==> src/rtl/sdr_16_rd_capture_pkg.sv <==
`default_nettype none
// =============================================================================
// sdr_16_rd_capture_pkg : shared constants and types for the SDR read capture
// Revision 1.0
// =============================================================================
package sdr_16_rd_capture_pkg;

   localparam int INIT_CL       = 2;
   localparam int RD_INFLIGHT_W = 4;
   localparam int DQ_W          = 16;

   typedef enum logic [1:0] {
      CAP_IDLE = 2'b00,
      CAP_HI   = 2'b01,
      CAP_LO   = 2'b10
   } cap_state_e;

   typedef logic [RD_INFLIGHT_W-1:0] inflight_t;

   localparam inflight_t INFLIGHT_MAX = '1;

endpackage
`default_nettype wire

==> src/rtl/sdr_16_rd_capture_if.sv <==
`default_nettype none
// =============================================================================
// sdr_16_rd_capture_if : controller / ingress-FIFO side bundle of the capture
// Revision 1.0
// =============================================================================
interface sdr_16_rd_capture_if;
   import sdr_16_rd_capture_pkg::*;

   logic              cmd_read;
   logic              dq_oe;
   logic [DQ_W-1:0]   dq_i;
   logic              fifo_full;
   logic              err_clr;
   logic              fifo_we;
   logic [2*DQ_W-1:0] fifo_wdata;
   logic              rd_busy;
   logic              err_ovf;
   logic              err_proto;

   modport master (
      output cmd_read, dq_oe, dq_i, fifo_full, err_clr,
      input  fifo_we, fifo_wdata, rd_busy, err_ovf, err_proto
   );

   modport slave (
      input  cmd_read, dq_oe, dq_i, fifo_full, err_clr,
      output fifo_we, fifo_wdata, rd_busy, err_ovf, err_proto
   );

endinterface
`default_nettype wire

==> src/rtl/sdr_16_dly_line.sv <==
`default_nettype none
// =============================================================================
// sdr_16_dly_line : single-bit shift register, DEPTH stages, sync active-low clear
// Revision 1.0
// =============================================================================
module sdr_16_dly_line #(
   parameter int DEPTH = 3
) (
   input  logic clk,
   input  logic rst_n,
   input  logic din,
   output logic dout
);

   logic [DEPTH-1:0] sr_q;
   logic [DEPTH-1:0] sr_d;

   generate
      if (DEPTH == 1) begin : g_single
         always_comb sr_d = din;
      end else begin : g_multi
         always_comb sr_d = {sr_q[DEPTH-2:0], din};
      end
   endgenerate

   always_ff @(posedge clk) begin
      if (!rst_n) begin
         sr_q <= '0;
      end else begin
         sr_q <= sr_d;
      end
   end

   assign dout = sr_q[DEPTH-1];

endmodule
`default_nettype wire

==> src/rtl/sdr_16_rd_capture.sv <==
`default_nettype none
// =============================================================================
// sdr_16_rd_capture : aligns read commands to CL+IO_LAT, packs two beats per push
// Revision 1.0
// =============================================================================
module sdr_16_rd_capture
   import sdr_16_rd_capture_pkg::*;
#(
   parameter int CL     = INIT_CL,
   parameter int IO_LAT = 1
) (
   input  logic               sdram_clk,
   input  logic               sdram_rst_n,
   sdr_16_rd_capture_if.slave bus
);

   localparam int DEPTH = CL + IO_LAT;

   cap_state_e        state_q, state_d;
   logic [DQ_W-1:0]   hi_q, hi_d;
   logic [2*DQ_W-1:0] wdata_q, wdata_d;
   logic              we_q, we_d;
   logic              cmd_prev_q, cmd_prev_d;
   logic              ovf_q, ovf_d;
   logic              proto_q, proto_d;
   inflight_t         cnt_q, cnt_d;

   logic rd_accept;
   logic rd_dup;
   logic tag_out;
   logic beat_sample;
   logic cnt_sat;

   // A second pulse in back-to-back cycles is flagged and never launched.
   assign rd_accept = bus.cmd_read & ~cmd_prev_q;
   assign rd_dup    = bus.cmd_read &  cmd_prev_q;

   sdr_16_dly_line #(
      .DEPTH (DEPTH)
   ) u_dly (
      .clk   (sdram_clk),
      .rst_n (sdram_rst_n),
      .din   (rd_accept),
      .dout  (tag_out)
   );

   always_comb begin
      state_d     = state_q;
      hi_d        = hi_q;
      wdata_d     = wdata_q;
      we_d        = 1'b0;
      cmd_prev_d  = bus.cmd_read;
      cnt_d       = cnt_q;
      cnt_sat     = 1'b0;
      beat_sample = 1'b0;

      // The push is registered on the HI->LO edge so it lands in the LO cycle.
      case (state_q)
         CAP_HI: begin
            state_d     = CAP_LO;
            wdata_d     = {hi_q, bus.dq_i};
            we_d        = 1'b1;
            beat_sample = 1'b1;
         end
         default: begin
            if (tag_out) begin
               state_d     = CAP_HI;
               hi_d        = bus.dq_i;
               beat_sample = 1'b1;
            end else begin
               state_d = CAP_IDLE;
            end
         end
      endcase

      if (rd_accept && !we_q) begin
         if (cnt_q == INFLIGHT_MAX) begin
            cnt_sat = 1'b1;
         end else begin
            cnt_d = cnt_q + inflight_t'(1);
         end
      end else if (we_q && !rd_accept && (cnt_q != '0)) begin
         cnt_d = cnt_q - inflight_t'(1);
      end

      proto_d = rd_dup | (bus.dq_oe & beat_sample) | cnt_sat | (proto_q & ~bus.err_clr);
      ovf_d   = (we_q & bus.fifo_full) | (ovf_q & ~bus.err_clr);
   end

   always_ff @(posedge sdram_clk) begin
      if (!sdram_rst_n) begin
         state_q    <= CAP_IDLE;
         hi_q       <= '0;
         wdata_q    <= '0;
         we_q       <= 1'b0;
         cmd_prev_q <= 1'b0;
         cnt_q      <= '0;
         ovf_q      <= 1'b0;
         proto_q    <= 1'b0;
      end else begin
         state_q    <= state_d;
         hi_q       <= hi_d;
         wdata_q    <= wdata_d;
         we_q       <= we_d;
         cmd_prev_q <= cmd_prev_d;
         cnt_q      <= cnt_d;
         ovf_q      <= ovf_d;
         proto_q    <= proto_d;
      end
   end

   assign bus.fifo_we    = we_q;
   assign bus.fifo_wdata = wdata_q;
   assign bus.rd_busy    = (cnt_q != '0);
   assign bus.err_ovf    = ovf_q;
   assign bus.err_proto  = proto_q;

endmodule
`default_nettype wire
==> src/flat_wrapper.sv <==
// flat-port wrapper written by rule: the top's interface ports become plain ports
module sdr_16_rd_capture_flat import sdr_16_rd_capture_pkg::*;
#(
   parameter int CL     = INIT_CL,
   parameter int IO_LAT = 1
)
  (sdram_clk, sdram_rst_n, bus_cmd_read, bus_dq_oe, bus_dq_i, bus_fifo_full, bus_err_clr, bus_fifo_we, bus_fifo_wdata, bus_rd_busy, bus_err_ovf, bus_err_proto);
  sdr_16_rd_capture_if bus_i ();
  input  logic sdram_clk;
  input  logic sdram_rst_n;
  input wire logic [$bits(bus_i.cmd_read)-1:0] bus_cmd_read;
  input wire logic [$bits(bus_i.dq_oe)-1:0] bus_dq_oe;
  input wire logic [$bits(bus_i.dq_i)-1:0] bus_dq_i;
  input wire logic [$bits(bus_i.fifo_full)-1:0] bus_fifo_full;
  input wire logic [$bits(bus_i.err_clr)-1:0] bus_err_clr;
  output wire logic [$bits(bus_i.fifo_we)-1:0] bus_fifo_we;
  output wire logic [$bits(bus_i.fifo_wdata)-1:0] bus_fifo_wdata;
  output wire logic [$bits(bus_i.rd_busy)-1:0] bus_rd_busy;
  output wire logic [$bits(bus_i.err_ovf)-1:0] bus_err_ovf;
  output wire logic [$bits(bus_i.err_proto)-1:0] bus_err_proto;
  assign bus_i.cmd_read = bus_cmd_read;
  assign bus_i.dq_oe = bus_dq_oe;
  assign bus_i.dq_i = bus_dq_i;
  assign bus_i.fifo_full = bus_fifo_full;
  assign bus_i.err_clr = bus_err_clr;
  assign bus_fifo_we = bus_i.fifo_we;
  assign bus_fifo_wdata = bus_i.fifo_wdata;
  assign bus_rd_busy = bus_i.rd_busy;
  assign bus_err_ovf = bus_i.err_ovf;
  assign bus_err_proto = bus_i.err_proto;
  sdr_16_rd_capture #(.CL(CL), .IO_LAT(IO_LAT)) u_core (.sdram_clk(sdram_clk), .sdram_rst_n(sdram_rst_n), .bus(bus_i));
endmodule
==> config.mk <==
export PLATFORM = sky130hd
export DESIGN_NAME = sdr_16_rd_capture_flat
export DESIGN_NICKNAME = d
export VERILOG_FILES = /design/src/rtl/sdr_16_rd_capture_pkg.sv /design/src/rtl/sdr_16_rd_capture_if.sv /design/src/rtl/sdr_16_dly_line.sv /design/src/rtl/sdr_16_rd_capture.sv /design/src/flat_wrapper.sv
export SDC_FILE = /design/constraint.sdc
export NUM_CORES = 1
export LEC_CHECK = 0
export ABC_CLOCK_PERIOD_IN_PS = 2000
export BUFFER_PORTS_ARGS = -buffer_cell sky130_fd_sc_hd__buf_2
export CORE_MARGIN = 5
export CORE_UTILIZATION = 54
export CTS_BUF_LIST = sky130_fd_sc_hd__clkbuf_4 sky130_fd_sc_hd__clkbuf_8
export DETAILED_ROUTE_END_ITERATION = 12
export PLACE_DENSITY = 0.87
export SLEW_MARGIN = 20
export SYNTH_ARGS = -nofsm -noshare
export SYNTH_HDL_FRONTEND = slang
export SYNTH_SLANG_ARGS = --single-unit
==> constraint.sdc <==
create_clock -name sdram_clk -period 2 [get_ports sdram_clk]
set_input_delay 0.4 -clock sdram_clk [delete_from_list [all_inputs] [get_ports sdram_clk]]
set_output_delay 0.4 -clock sdram_clk [all_outputs]
set_load 0.01 [all_outputs]
### Word-level counts from Yosys, hierarchy flattened

Index checks and enable logic that the tools add are counted.

* output and inout bits: 36
* register bits: 61
* word-level logic and storage cells: 49

* reduce and logical (&&, ||, !) cells: 10
* equal/unequal tests: 3
* multiplexer cells: 10
* add/sub/neg operators: 2
* bitwise logic cells: 14

Operator list (count)
* 4-bit 2-to-1 mux: 3
* 1-bit bitwise AND: 6
* 1-bit 2-to-1 mux: 6
* 4-bit by 1-bit adder with 4-bit output (second input constant): 1
* 4-bit == test (second input constant): 1
* 1-bit inverter: 4
* 1-bit OR: 4
* 2-bit AND reduction: 2
* 4-bit nonzero test: 1
* 4-bit by 1-bit subtractor with 4-bit output (second input constant): 1
* 1-bit logical AND: 3
* 2-bit by 1-bit == test with 1-bit output (second input constant): 1
* 1-bit logical NOT: 2
* 2-bit 2-to-1 mux: 1
* 2-bit != test (second input constant): 1
* 2-bit nonzero test: 1
* 2-bit OR reduction: 1

### Depth between registers and ports, before layout

* word-level depth: 7
* mapped depth: 7

### Modules after synthesis

A second synthesis with hierarchy kept.

* cell total of the unflattened synthesis: 267
* area, all modules: 2203.4 µm²

Modules (own cells, without submodules)
* sdr_16_rd_capture: sequential area each 1141.1 µm², area an instance 2124.5 µm², times used 1, cells each 261
* sdr_16_dly_line: sequential area each 60.1 µm², area an instance 78.8 µm², times used 1, cells each 6

### Worst setup path after synthesis

Ideal clock, no wire load.

* path type: input to register
* from: input bus_cmd_read
* to: register u_core.cnt_q[3]
* buffers on the path: 0
* stages on the path: 7
* path slack: 0.172 ns
* required time: 1.928 ns
* setup time: 0.072 ns
* arrival time: 1.756 ns
* path through: nand2b_4 -> or2_2 -> ha_1 -> a21o_1 -> a21oi_1 -> mux2i_1 -> mux2i_1

* cells in the longest elaborated chain, start to end: 6
* elaborated cells between the ends (all ways): 9

RTL lines
* from (decl): RTL line flat_wrapper.sv:11 `input wire logic [$bits(bus_i.cmd_read)-1:0] bus_cmd_read;`
* 1-bit bitwise AND (*): RTL line sdr_16_rd_capture.sv:35 `assign rd_accept = bus.cmd_read & ~cmd_prev_q;`
* 1-bit logical NOT: RTL line sdr_16_rd_capture.sv:82 `end else if (we_q && !rd_accept && (cnt_q != '0)) begin`
* 1-bit logical AND (2 in series): RTL line sdr_16_rd_capture.sv:82
* 2-bit nonzero test (no line)
* 2-bit AND reduction (no line)
* to (signal assigned): RTL line sdr_16_rd_capture.sv:106 `cnt_q <= cnt_d;`
* to (decl): RTL line sdr_16_rd_capture.sv:26 `inflight_t cnt_q, cnt_d;`

Mark *: on every way between the ends. The rest lies on a longest branch, timed or not.
A chain may end at the register's enable or synchronous reset.

### Worst setup path after layout

* from: register u_core.cmd_prev_q
* to: register u_core.cnt_q[3]

* cells in the longest elaborated chain, start to end: 7
* elaborated cells between the ends (all ways): 10

RTL lines
* from (decl): RTL line sdr_16_rd_capture.sv:23 `logic cmd_prev_q, cmd_prev_d;`
* from (signal assigned): RTL line sdr_16_rd_capture.sv:105 `cmd_prev_q <= cmd_prev_d;`
* 1-bit inverter (*): RTL line sdr_16_rd_capture.sv:35
* 1-bit bitwise AND (*): RTL line sdr_16_rd_capture.sv:35
* 1-bit logical NOT: RTL line sdr_16_rd_capture.sv:82
* 1-bit logical AND (2 in series): RTL line sdr_16_rd_capture.sv:82
* 2-bit nonzero test (no line)
* 2-bit AND reduction (no line)

Marks and branches as above.

==> results.md <==
- Yosys reg bits: 60
- Reg2reg path depth: 7
- Sequential Power Share: 49.1%
- P_leak: 1.14 nW
- Num rows: 23
- Fin cells: roughly 380
- MaxCap Viol Count: 0
- Layout cells sized above 1: about a quarter
- Vias in the first global route: 1737
- Largest net degree at the start of global routing: 57
- Hpwl dp: 3.25 mm
- Vert. Die Dim: about 74 um
- Worst-path fanout max: 3
- Seq/Total Area, Yosys: around 55%
- Fmax: ~0.55 GHz
- Slowest-stage cell, CP: dfxtp_1
- Endpoints failing hold: 0
- Most used DFF post-synth: dfxtp_1
- Cell area after placement: between 0.002 and 0.003 mm^2
- Final setup TNS: 0 ns
- CTS sink count: 60
- Critical Path RT: roughly 2.3 ns
- Final setup vio count: 0
- Routed vias: 1895
- Met3 WL post-DR: 299 um
- Drt first pass iters: 4
- CTS buffer count: 9
- RSZ-0062 raised after global routing: false
- Die extent in x: 73.8 um
- Relative slew slack: 59.7%
- Hold Path Class: in -> reg
- Asr flop ratio synth: 0%
- Crit path DAT: 2.08 ns
- IO Count: 58
- Critical R2R Launch: u_core.cmd_prev_q
- Crit Path Category: reg -> reg
- First-pass GRT wire length: 7.85 mm
- Mapped cell area: 0.00220 mm^2
- Starting DRT DRC Count: 123
- CTS clk-pin slew, worst paths: 0.06 ns
- Hold path depth: 3
- Diode count: 0
- Final WS setup: ~0.17 ns
- Average size of a mapped cell: 8.24 um^2
- Critical path cell sequence: nand2b_4, or2_2, ha_1, a21o_1, a21oi_1, mux2i_1, mux2i_1
- Clock Path Buffers: 2
- CORE AREA: 0.00397 mm^2
- Worst Tran Pin Value: 0.603 ns
- Clock skew: 0.00841 ns
- Pre-CTS setup slack: between 0.007 and 0.008 ns
- Total wire length: around 4.8 mm
- Vias per std cell: 5.01
- Critical Path Most Common Cell: mux2i_1
- Status: complete, no violations
- Final #Nets: 350
- GR Overflow Total: 0
- Initial Utilization: 55.4%
- Hold_sp: bus_dq_i[13]
- P&R area growth vs syn: 24.6%
- H-tree levels: 3
- Full die area: approximately 0.0055 mm^2
- Initial antenna violation count: 0
- CP max stage delay: 0.31 ns
- CP Launch Point: u_core.cmd_prev_q
- Clock latency on the worst-skew pair: 0.32 ns
- Root Buffer Master: clkbuf_8
- Top layer in use: met4
- Remaining DRCs: 0
- Net switching power: 0.531 mW
- Fillers: 354
- Tmin final: 1.83 ns
- Post-CTS Hold Fix Bufs: 0
- Final RePlAce weighted congestion: 0.758
- TritonCTS clock tree: done
- Worst Setup Start Kind: register
- Clock share of power: about 45%
- Met1 WL: 1.99 mm
- Final Cell Area: 0.00274 mm^2
- Max Slew Vio Count: 0
- Ys Warns: 0
- Mapped Nets: 292
- DRT antenna net count: 0
- Combinational share of power: 6.2%
- Cts repair resizes: 0
- All-layer global routing usage: 18.9%
- Switch share: about a fifth
- EDFF count, synth: 0
- Port Buf Inserts: between 50 and 60
- Pwr Density: 918 mW/mm^2
- Placed Cells: 364
- Final period utilization: 91.7%
- Worst vdd ir: around 0.63 mV
- Metal2 WL: 2.43 mm
- Post-CTS setup buffer count: 0
- Wire length per cell: 12.6 um
- Unique masters post-synth: 32
- Worst setup EP type: register
- Pint: roughly 2.0 mW
- Post-Synthesis Cells: between 200 and 300
-- path summary, 6_finish.rpt --
check                              end  slack [ns]
max reg2reg            u_core.cnt_q[3]        0.17
min          u_core.bus.fifo_wdata[13]        0.33
max                    u_core.cnt_q[3]        0.17
min reg2reg       u_core.u_dly.sr_q[2]        0.44
-- cell families after synthesis --
logic type / Yosys count / synth area share (%)
xor+xnor: 1 / 0.398
simple gates: 125 / 24.7
flops: 60 / 54.6
compound gates: 58 / 13.5
mux: 2 / 0.910
buf+inv: 18 / 3.92
fa+ha+maj: 3 / 2.05
-- per-layer routing --
| metal | vias up | GRT usage (%) |
|---|---|---|
| li1 | 980 | - |
| met1 | 851 | 21.9 |
| met2 | 59 | 32.2 |
| met3 | 5 | 6.57 |
| met4 | 0 | 6.24 |
| met5 | - | 0 |
-- power by group through the flow --
stage	clock [mW]	combinational (mW)	sequential [mW]
final	1.13	0.157	1.24
after global routing	1.21	0.176	1.24
after CTS	1.14	0.158	1.24
after detailed placement	0	0.158	1.26
after global placement	0	0.153	1.26
after floorplan	0	0.0948	1.26
-- cell usage after synthesis (2+ instances only) --
| cell type | count | area [um^2] |
|---|---|---|
| buf_4 | 2 | 15.0 |
| o21ai_0 | 2 | 10.0 |
| a21oi_1 | 52 | 260 |
| nand2b_1 | 4 | 25.0 |
| clkbuf_1 | 10 | 37.5 |
| dfxtp_1 | 60 | 1200 |
| nor2_1 | 4 | 15.0 |
| ha_1 | 2 | 25.0 |
| buf_2 | 3 | 15.0 |
| and2_1 | 4 | 25.0 |
| nand2_1 | 99 | 372 |
| nor3_1 | 4 | 20.0 |
| mux2i_1 | 2 | 20.0 |
-- cell usage in the layout (no fill, tap or decap), drive strengths merged, types with 2 or more instances in the layout --
| cell | instances |
|---|---|
| nor2 | 4 |
| nand2 | 99 |
| and2 | 4 |
| dfxtp | 60 |
| nand2b | 5 |
| o21ai | 3 |
| nor3 | 4 |
| nand3 | 2 |
| clkbuf | 13 |
| a21oi | 52 |
| mux2i | 2 |
| ha | 2 |
| buf | 64 |
-- sequential cells by signal (all words and copies together), names as in the netlist --
signal / flops
u_core.bus.fifo_we: 1
u_core.bus.err_proto: 1
u_core.hi_q: 16
u_core.state_q: 1
u_core.u_dly.sr_q: 3
u_core.bus.err_ovf: 1
u_core.bus.fifo_wdata: 32
u_core.cnt_q: 4
u_core.cmd_prev_q: 1
-- critical path: cells and delay by family (launching register included) --
kind | cells | cell delay [ns]
AOI/OAI and AO/OA | 2 | 0.34
adders and majority gates | 1 | 0.28
DFF | 1 | 0.31
muxes | 2 | 0.41
and+or+nand+nor | 2 | 0.43
-- final cells by class --
| type | instances | area, um^2 | share of cell area (%) |
|---|---|---|---|
| multi-input cells | 189 | 916 | 33.4 |
| clock inverters | 1 | 30.0 | 1.09 |
| well taps | 50 | 62.6 | 2.28 |
| clock buffers | 13 | 179 | 6.52 |
| repair buffers | 64 | 350 | 12.8 |
| flip-flops and latches | 60 | 1200 | 43.8 |
| inverters | 1 | 3.75 | 0.137 |
-- per-stage QoR --
step / hold slack [ns] / total power, mW / utilization [%]
floorplan: 0.412 / 1.36 / -
global placement: 0.419 / 1.41 / 63.8
detailed placement: 0.422 / 1.42 / 63.8
CTS: 0.315 / 2.54 / 69.1
global route: 0.305 / 2.62 / 69.1
finish: 0.327 / 2.52 / 69.1
(Power assumes the default switching activity.)
